### config.mk
export PLATFORM = sky130hd
export DESIGN_NAME = result_unload
export DESIGN_NICKNAME = d
export VERILOG_FILES = /design/src/rtl/result_unload.sv
export SDC_FILE = /design/constraint.sdc
export NUM_CORES = 1
export LEC_CHECK = 0
export ABC_AREA = 1
export CORE_UTILIZATION = 50
export CTS_CLUSTER_SIZE = 20
export DETAILED_ROUTE_END_ITERATION = 16
export GPL_TIMING_DRIVEN = 0
export HOLD_SLACK_MARGIN = 0.15
export MAX_ROUTING_LAYER = met4
export PLACE_DENSITY_LB_ADDON = 0.05
export RECOVER_POWER = 50
export SYNTH_ARGS = -nofsm -noshare
export SYNTH_HDL_FRONTEND = slang
export SYNTH_SLANG_ARGS = --single-unit
### constraint.sdc
create_clock -name clk -period 4.9 [get_ports clk]
set_input_delay 1.47 -clock clk [delete_from_list [all_inputs] [get_ports clk]]
set_output_delay 1.47 -clock clk [all_outputs]
set_load 0.01 [all_outputs]
### src/rtl/result_unload.sv
// result_unload: serializes one wide result vector from the compute array
// into a stream of WORD_WIDTH-bit words, least-significant word first.
// A new vector is accepted on the same cycle that the final word of the
// previous one is taken, so back-to-back vectors stream with no bubble.
module result_unload #(
  parameter int      WORD_WIDTH = 32,
  parameter int      NUM_WORDS  = 8,
  localparam int     IDX_W      = (NUM_WORDS > 1) ? $clog2(NUM_WORDS) : 1,
  localparam int     VEC_W      = WORD_WIDTH * NUM_WORDS
) (
  input  logic                  clk,
  input  logic                  rst,
  input  logic [VEC_W-1:0]      result_i,
  input  logic                  result_valid_i,
  output logic                  result_ready_o,
  output logic [WORD_WIDTH-1:0] data_o,
  output logic                  data_valid_o,
  input  logic                  data_ready_i,
  output logic                  last_o,
  output logic [IDX_W-1:0]      word_idx_o
);

  localparam logic [IDX_W-1:0] LAST_IDX = IDX_W'(NUM_WORDS - 1);

  typedef enum logic {
    IDLE = 1'b0,
    SEND = 1'b1
  } state_e;

  state_e                  state_q, state_d;
  logic [IDX_W-1:0]        idx_q,   idx_d;
  logic [VEC_W-1:0]        vec_q,   vec_d;

  logic                    sending;
  logic                    out_hs;
  logic                    capture;

  // State, word counter and held vector registers.
  always_ff @(posedge clk) begin
    if (rst) begin
      state_q <= IDLE;
      idx_q   <= '0;
      // NOTE: the wide data register is cleared too so that a reset leaves
      // the datapath in a known, all-zero state rather than holding stale data.
      vec_q   <= '0;
    end else begin
      // NOTE: non-blocking assignments so every register samples the
      // pre-edge values computed by the combinational block.
      state_q <= state_d;
      idx_q   <= idx_d;
      vec_q   <= vec_d;
    end
  end

  // Output decode, handshakes and next-state computation.
  always_comb begin
    // NOTE: every output and next-state signal gets a default first so no
    // path through this block leaves a signal unassigned (no latches).
    state_d        = state_q;
    idx_d          = idx_q;
    vec_d          = vec_q;
    sending        = (state_q == SEND);
    data_valid_o   = 1'b0;
    last_o         = 1'b0;
    data_o         = '0;
    word_idx_o     = '0;
    out_hs         = 1'b0;
    result_ready_o = 1'b0;
    capture        = 1'b0;

    if (sending) begin
      data_valid_o = 1'b1;
      last_o       = (idx_q == LAST_IDX);
      data_o       = vec_q[int'(idx_q) * WORD_WIDTH +: WORD_WIDTH];
      word_idx_o   = idx_q;
    end

    out_hs         = data_valid_o && data_ready_i;
    // Ready while idle, or when the final word leaves this very cycle.
    result_ready_o = !sending || (out_hs && last_o);
    capture        = result_valid_i && result_ready_o;

    if (out_hs) begin
      if (last_o) begin
        state_d = IDLE;
        idx_d   = '0;
      end else begin
        idx_d   = idx_q + 1'b1;
      end
    end

    // A capture overrides the end-of-vector transition to IDLE.
    if (capture) begin
      vec_d   = result_i;
      idx_d   = '0;
      state_d = SEND;
    end
  end

endmodule

==> results.md, run 1 <==
- Initial antenna violation count: 0
- Final GP Congestion: 0.937
- Vias in the first global route: 12.4k
- Clk pin slew, worst setup/hold paths: 0.06 ns
- Post-synth EDFFs: 0
- Max frequency: 0.226 GHz
- Status: complete, no violations
- Num CTS Buffers: 29
- Yosys warns: 0
- RSZ-0062 raised after global routing: no
- Post-CTS resize count: 0
- Worst setup path class: flip-flop to primary output
- Syn-to-layout area delta: 33.3%
- Finished Cell Area: 17300 um^2
- Pin count of the biggest net entering global routing: 15
- Top-count cell post-synth: nor2_1
- Synthesized Nets: 2254
- Total track usage: 32.8%
- Hold buffer count at CTS: 0
- Clock tree sinks: 260
- Sequential share of the synthesized area: 40.1%
- Die Ht: 163 um
- Top_reg_cell synth: dfxtp_1
- DR pass1 iterations: 5
- Worst slew pin tran: 0.867 ns
- Final setup margin: 0.475 ns
- Cell variety after synth: 15
- Post-layout min period: 4.42 ns
- Ys async rst share: 0%
- Die X: 163 um
- Post-synth top cells: nor2_1 (513), nand2_1 (427), inv_1 (264)
- Area after detailed placement: 16400 um^2
- CP most frequent cell: nand2_1
- Row cnt: 58
- TNS Setup: 0 ns
- Min-delay worst type: flip-flop to flip-flop
- Die Footprint: 26600 um^2
- Final Hold Fails: 0
- Pre-CTS WS: 0.733 ns
- Hpwl dp: 33000 um
- Pwr/cell area: 327 nW/um^2
- Number of port buffers: 296
- Starting Density: 51.2%
- Post-CTS Setup Inserts: 0
- First-pass GRT wire length: 64800 um
- Clock tree root buffer cell: clkbuf_16
- Grt ovf: 0
- Crit path max fanout: 10
- Syn Area/Cell: 6.51 um^2
- Crit path DAT: 2.95 ns
- Drt initial violations: 916
- Post-layout util: 68.3%
- CTS tree: built
- Leakage: 8.07 nW
- CP required: 3.43 ns
- CTS max path bufs: 3
- Slowest stage delay, CP: 0.56 ns
- Remaining DRCs: 0
- Area leader, netlist: dfxtp_1
- ANT nets after route: 0
- Crit share post-route: 90.3%
- Worst setup SP type: flip-flop
- Max_slew headroom: 42.2%
- WP buf/inv: 3
- Critical Path, Cell by Cell: buf_2, clkbuf_1, nand3_1, nand2_1, nand2_1, nand2_1, clkdlybuf4s50_1
- Routed wire length: 42800 um
- Vias: 13.2k
- Slowest cell on crit path: clkdlybuf4s50_1
- Final max-slew violation count: 0
- Clock latency on the worst-skew pair: 0.56 ns
- Post-Syn Instances: 1992
- CP Capture Type: primary output
- DR vias/cell: 4.93
- Share of cells above drive strength 1: 4.44%
- Cell Area, Synth: 13000 um^2
- Yosys top cell area share: 40.1%
- Maximum VDD drop: 0.321 mV
- Final #Nets: 2581
- Final setup violation count: 0
- Avg WL per Cell: 16.0 um
- Max_cap viols: 0
- Core area: 25300 um^2
- #FFs+latches synth: 260
- Family with the most delay on the worst path: buffers and inverters
- Top post-synthesis cells by area: dfxtp_1 (40%), nor2_1 (15%), o21bai_1 (15%)
- I/O Pins: 298
- Clock skew: 0.0221 ns
- Htree depth: 1
-- power by group --
group	internal [mW]	total [mW]	switching, mW
Clock	1.35	2.23	0.883
Combinational	0.481	1.03	0.551
Sequential	2.29	2.38	0.0907
-- registers in the layout (all words and copies together) (netlist names) --
register,flops
sending,1
idx_q,3
vec_q,256
-- cells by family after synthesis --
logic type | synth area share, %
flops | 40.1
buf+inv | 12.4
compound gates | 15.0
fa+ha+maj | 0.193
simple gates | 32.3
-- area by class of cell --
class,instances,area [um^2]
Fill cell,2291,8030
Multi-Input combinational cell,1334,6150
Sequential cell,260,5200
Timing Repair Buffer,296,2960
Inverter,266,998
Clock buffer,44,892
Buffer,132,571
Tap cell,330,413
Clock inverter,9,98.8
Antenna cell,1,2.50
-- worst paths after layout --
kind / from / end / slack (ns) / depth (start not counted)
max: idx_q[1] / data_o[27] / 0.48 / 7
min: vec_q[205] / vec_q[205] / 0.48 / 2
max reg2reg: idx_q[1] / vec_q[185] / 1.83 / 10
min reg2reg: vec_q[205] / vec_q[205] / 0.48 / 2
-- layer usage --
metal  vias up  global-route usage, %  part of all wire [%]
met3       109                   3.28                   5.8
met5         -                      -                     0
li1       6685                      -                     -
met2       447                   55.8                    48
met1      5935                   39.6                    42
met4         0                   13.6                   4.3
-- tightest hold or removal path: cells and delay by family (launching register included) --
kind	cells	cell delay, ns
flip-flops	1	0.32
AND/OR/NAND/NOR	2	0.13
-- per-stage QoR --
stage / cells / power, mW / hold WS [ns]
2_1_floorplan: 1992 / 2.99 / 0.455
3_3_place_gp: 2618 / 3.43 / 0.461
3_5_place_dp: 2618 / 3.45 / 0.471
4_1_cts: 2671 / 5.66 / 0.485
5_1_grt: 2671 / 5.88 / 0.500
6_report: 2672 / 5.65 / 0.482
-- placed cells by master, fill, tap and decap left out, drive strengths merged, types with 6 or more instances in the layout --
master,Yosys,layout
nor2,513,513
nand2,429,429
clkdlybuf4s50,0,295
inv,266,267
dfxtp,260,260
o21bai,256,256
nand3,130,130
clkbuf,44,114
buf,88,62
clkinv,0,6
Power figures use the tool's default switching activity.
==> inputs of run 2 (changes only) <==
Settings changed: CORE_MARGIN from default to 2, CORE_UTILIZATION 50 to 55.
==> results.md, run 2 (synthesized netlist as in run 1, its figures left out) <==
- Status: complete, no violations
- Clock tree sinks: 260 (unchanged)
- Clock latency on the worst-skew pair: 0.55 ns (about the same)
- Area of the multi-input gates: 6150 um^2 (unchanged)
- Initial antenna violation count: 0 (unchanged)
- Drt initial violations: 1048 (+14%)
- GR Util met3: 4.82% (+1.5 points)
- Number of flip-flops in the largest register: 256 (unchanged)
- I/O Pins: 298 (unchanged)
- Post-CTS resize count: 0 (unchanged)
- Die Footprint: 24800 um^2 (-6.6%)
- Remaining DRCs: 0 (unchanged)
- CP Capture Type: primary output
- Clock tree root buffer cell: clkbuf_16
- Hpwl dp: 32100 um (-2.6%)
- Crit share post-route: 89.2% (-1.1 points)
- Commonest non-fill, non-tap cell in the layout: nor2_1
- Final setup violation count: 0 (unchanged)
- Routed wire length: 42300 um (-1.2%)
- Total track usage: 34.3% (+1.6 points)
- DR pass1 iterations: 8 (+3)
- Reg area: 5200 um^2 (unchanged)
- Worst setup path class: flip-flop to primary output
- Grt peak-use layer: met2
- Avg WL per Cell: 15.9 um (-0.79%)
- GRT met2 Usage: 59.7% (+3.9 points)
- First-pass GRT wire length: 64000 um (-1.2%)
- Max_slew headroom: 40.1% (-2.2 points)
- Largest Register: vec_q
- Crit path DAT: 2.90 ns (-0.05 ns)
- Cells after DPL: 2607 (-0.42%)
- RSZ-0062 raised after global routing: no
- Antenna cells: 0 (-1)
- Vias in the first global route: 12.8k (+2.8%)
- Max_cap viols: 0 (unchanged)
- Hold buffer count at CTS: 0 (unchanged)
- Worst slew pin tran: 0.899 ns (+0.0323 ns)
- Htree depth: 1 (unchanged)
- Grt ovf: 0 (unchanged)
- Clock skew: 0.0167 ns (-0.00538 ns)
- Post-CTS Setup Inserts: 0 (unchanged)
- Core area: 23300 um^2 (-7.9%)
- Most frequent cells in the layout: nor2_1 (513), nand2_1 (429), clkdlybuf4s50_1 (295)
- Pwr/cell area: 325 nW/um^2 (-0.43%)
- Final #Nets: 2581 (unchanged)
- ANT nets after route: 0 (unchanged)
- Max frequency: 0.229 GHz (+1.2%)
- Routing usage on met1: 39.5% (-0.10 points)
- Worst setup SP type: flip-flop
- Maximum VDD drop: 0.286 mV (-11%)
- Crit path max fanout: 10 (unchanged)
- Starting Density: 55.6% (+4.4 points)
- Finished Layout Cells: 2660 (-0.45%)
- CTS tree: built
- Final GP Congestion: 0.958 (+2.3%)
- Row cnt: 56 (-3.4%)
- Vias: 13.4k (+1.7%)
- Final Hold Fails: 0 (unchanged)
- CP required: 3.43 ns (about the same)
- Pin count of the biggest net entering global routing: 15 (unchanged)
- Number of port buffers: 296 (unchanged)
- Min-delay worst type: flip-flop to flip-flop
- Die Ht: 158 um (-3.4%)
- Fillcell total: 1992 (-13%)
- Clk pin slew, worst setup/hold paths: 0.06 ns (about the same)
- Final max-slew violation count: 0 (unchanged)
- DR vias/cell: 5.04 (+2.1%)
- Share of cells above drive strength 1: 4.40% (-0.043 points)
- CTS max path bufs: 3 (unchanged)
- Post-layout min period: 4.37 ns (-0.0522 ns)
- TNS Setup: 0 ns (unchanged)
- Num CTS Buffers: 29 (unchanged)
- Leakage: 8.06 nW (-0.12%)
- Syn-to-layout area delta: 33.0%
- Die X: 158 um (-3.4%)
==> run 2: cell types whose count changed in the layout (fill, tap and decap cells not counted) <==
cell      previous run  this run
diode_2              1         0
clkbuf_8            11         9
clkbuf_1            74        75
clkinv_2             6         7
==> run 2: path summary, 6_finish.rpt <==
check            start    endpoint  slack [ns]  cells after the start
min          vec_q[20]   vec_q[20]        0.48                      2
max           idx_q[1]  data_o[28]        0.53                      7
max reg2reg   idx_q[1]  vec_q[101]        1.85                     10
min reg2reg  vec_q[20]   vec_q[20]        0.48                      2
==> run 2: per-stage QoR <==
stage	util [%]	hold WS, ns	worst slack [ns]	total power, mW	cell area [um^2]
floorplan	-	0.455	1.81	2.99	13000
global placement	70.0	0.461	0.713	3.42	16300
detailed placement	70.0	0.470	0.723	3.45	16300
CTS	74.2	0.484	0.526	5.62	17300
global route	74.0	0.494	0.403	5.84	17300
finish	74.0	0.480	0.527	5.62	17300
==> run 2: power breakdown <==
group / internal, mW / switching [mW]
Sequential: 2.29 / 0.0915
Combinational: 0.482 / 0.552
Clock: 1.32 / 0.873
==> run 2: metal layers <==
layer	routed length [um]	vias up
met2	20400	529
met1	16600	6057
met3	3200	135
met5	0	-
met4	2030	0
li1	-	6676
==> run 2: worst max-delay path, cell delays in order (launching register included) <==
cell	delay, ns
dfxtp_1	0.49
buf_2	0.33
buf_1	0.44
nand3_1	0.21
nand2_1	0.11
nand2_1	0.06
nand2_1	0.14
clkdlybuf4s50_1	0.56
==> run 2: cell type report <==
cell class | instances | area share, %
Inverter | 266 | 5.78
Buffer | 132 | 3.31
Sequential cell | 260 | 30.2
Tap cell | 319 | 2.31
Clock inverter | 10 | 0.602
Timing Repair Buffer | 296 | 17.2
Multi-Input combinational cell | 1334 | 35.6
Clock buffer | 43 | 5.03
==> RTL edit: new RTL, flow settings as in run 1 <==
Make the reset (`rst`) asynchronous in one clocked block.
--- a/src/rtl/result_unload.sv
+++ b/src/rtl/result_unload.sv
@@ -37,5 +37,5 @@
 
   // State, word counter and held vector registers.
-  always_ff @(posedge clk) begin
+  always_ff @(posedge clk or posedge rst) begin
     if (rst) begin
       state_q <= IDLE;
Check against the original RTL: differs if rst is asserted again (counterexample within 4 cycles, from zero or initial values and one cycle with rst high); with rst held inactive, the same outputs for 4 cycles.
==> RTL edit against run 1 <==
- the flow now finishes with violations (max-capacitance violations, max-slew violations)
- synthesized area down 1.6%
- cell area down 1.4%
- wire length down 1.2%
- utilization down 0.36 points
- maximum frequency up 3.4%
- worst setup slack better by 150 ps
- die area down 1.6%
- sequential cell count unchanged
- critical endpoint is now result_ready_o
- largest cell class is now sequential cells
Power is not compared: it rests on default switching activity, and its combinational part moved more than twofold at a synthesized area within 25%.
==> RTL edit: results (changes against run 1) <==
sta:
  slew_headroom_pct: -12.5  # -55 points
  report.final.slew_viol_count: 30  # +30
  tightest_slew_ps: 1680  # +812 ps
logic_synthesis:
  ys_seq_area_share_pct: 51.0  # +11 points
  syn-num-nets: 1969  # -13%
  syn_inst: 1707  # -14%
  yosys-top-cells-count: "nand2_1 (425), inv_1 (265), dfrtp_1 (260)"
  synth_top_cells_by_area: "dfrtp_1 (51%), nand2_1 (12%), a21oi_1 (10%), inv_1 (7.8%), nor2_1 (7.6%)"
place:
  dp_slack_ps: 666  # -67.4 ps
  portBuffers: 297  # +0.34%
  dp_hpwl_mm: 31.8  # -3.5%
  gp_congestion: 0.938  # +0.17%
  dp_cells: 2340  # -11%
  placed_area_mm2: 0.0163  # -0.47%
worst_setup_path:
  r2r_start: "idx_q[0]"
  worstSetupStartpoint: "data_ready_i"
  crit_path_max_fanout: 3  # -7
  r2r_cells: 9  # -1
  cp.arrival_ps: 2810  # -140 ps
  slowest_delay_ps: 610  # +50 ps
  slowest_stage: "dlygate4sd3_1"
drt:
  dr.first_iter.drc_count: 1047  # +14%
  vias: 12273  # -6.9%
  wl_mm: 42.3  # -1.2%
  avgRoutedWirePerCell_um: 17.7  # +10%
global_route:
  grt_usage_pct: 33.1  # +0.33 points
  grt_use_met3_pct: 4.29  # +1.0 points
  grt_first_pass_wirelength_mm: 64.3  # -0.76%
  grt_use_met1_pct: 42.1  # +2.5 points
  antenna_found_initial: 1  # +1
layout:
  fillCellCount: 2229  # -2.7%
  clock_buffers: 40  # -9.1%
  buffers: 408  # -4.7%
  clkCellAreaFrac_pct: 5.49  # -0.24 points
  multi_input_comb_cells: 1076  # -19%
  ff_latch_area_mm2: 0.00651  # +25%
  multi_input_comb_area_mm2: 0.00455  # -26%
outcome:
  violations: "max-capacitance violations, max-slew violations"
  status: "complete, but fails checks"
min_path:
  hp-start: "vec_q[26]"
flow_run:
  maxCapViolCount: 1  # +1
cts:
  cts_buffers: 28  # -3.4%
## RTL edit: cell families after synthesis
logic type / share of synthesized area [%]
AND/OR/NAND/NOR: 25.4
buffers and inverters: 13.3
flip-flops: 51.0
adder cells (fa/ha/maj): 0.196
AO/OA/AOI/OAI: 10.2
## RTL edit: final timing paths
| check | endpoint | slack, ps |
|---|---|---|
| hold / removal | vec_q[26] | 510 |
| setup reg to reg | vec_q[16] | 1880 |
| hold reg to reg | vec_q[26] | 510 |
| max in group asynchronous | vec_q[217] | 1950 |
| min in group asynchronous | vec_q[118] | 1790 |
| setup / recovery | result_ready_o | 620 |
## RTL edit: report_power, final
group | switching (mW) | total [mW] | leakage (nW) | internal [mW]
clock network | 0.884 | 2.17 | 0.454 | 1.28
registers | 0.296 | 3.49 | 2.79 | 3.20
logic | 3.11 | 5.00 | 5.59 | 1.89
## RTL edit: metal layers
layer	up-vias	wire length (µm)
li1	5852	-
met5	-	0
met2	518	20600
met4	0	1450
met1	5812	17300
met3	91	2970
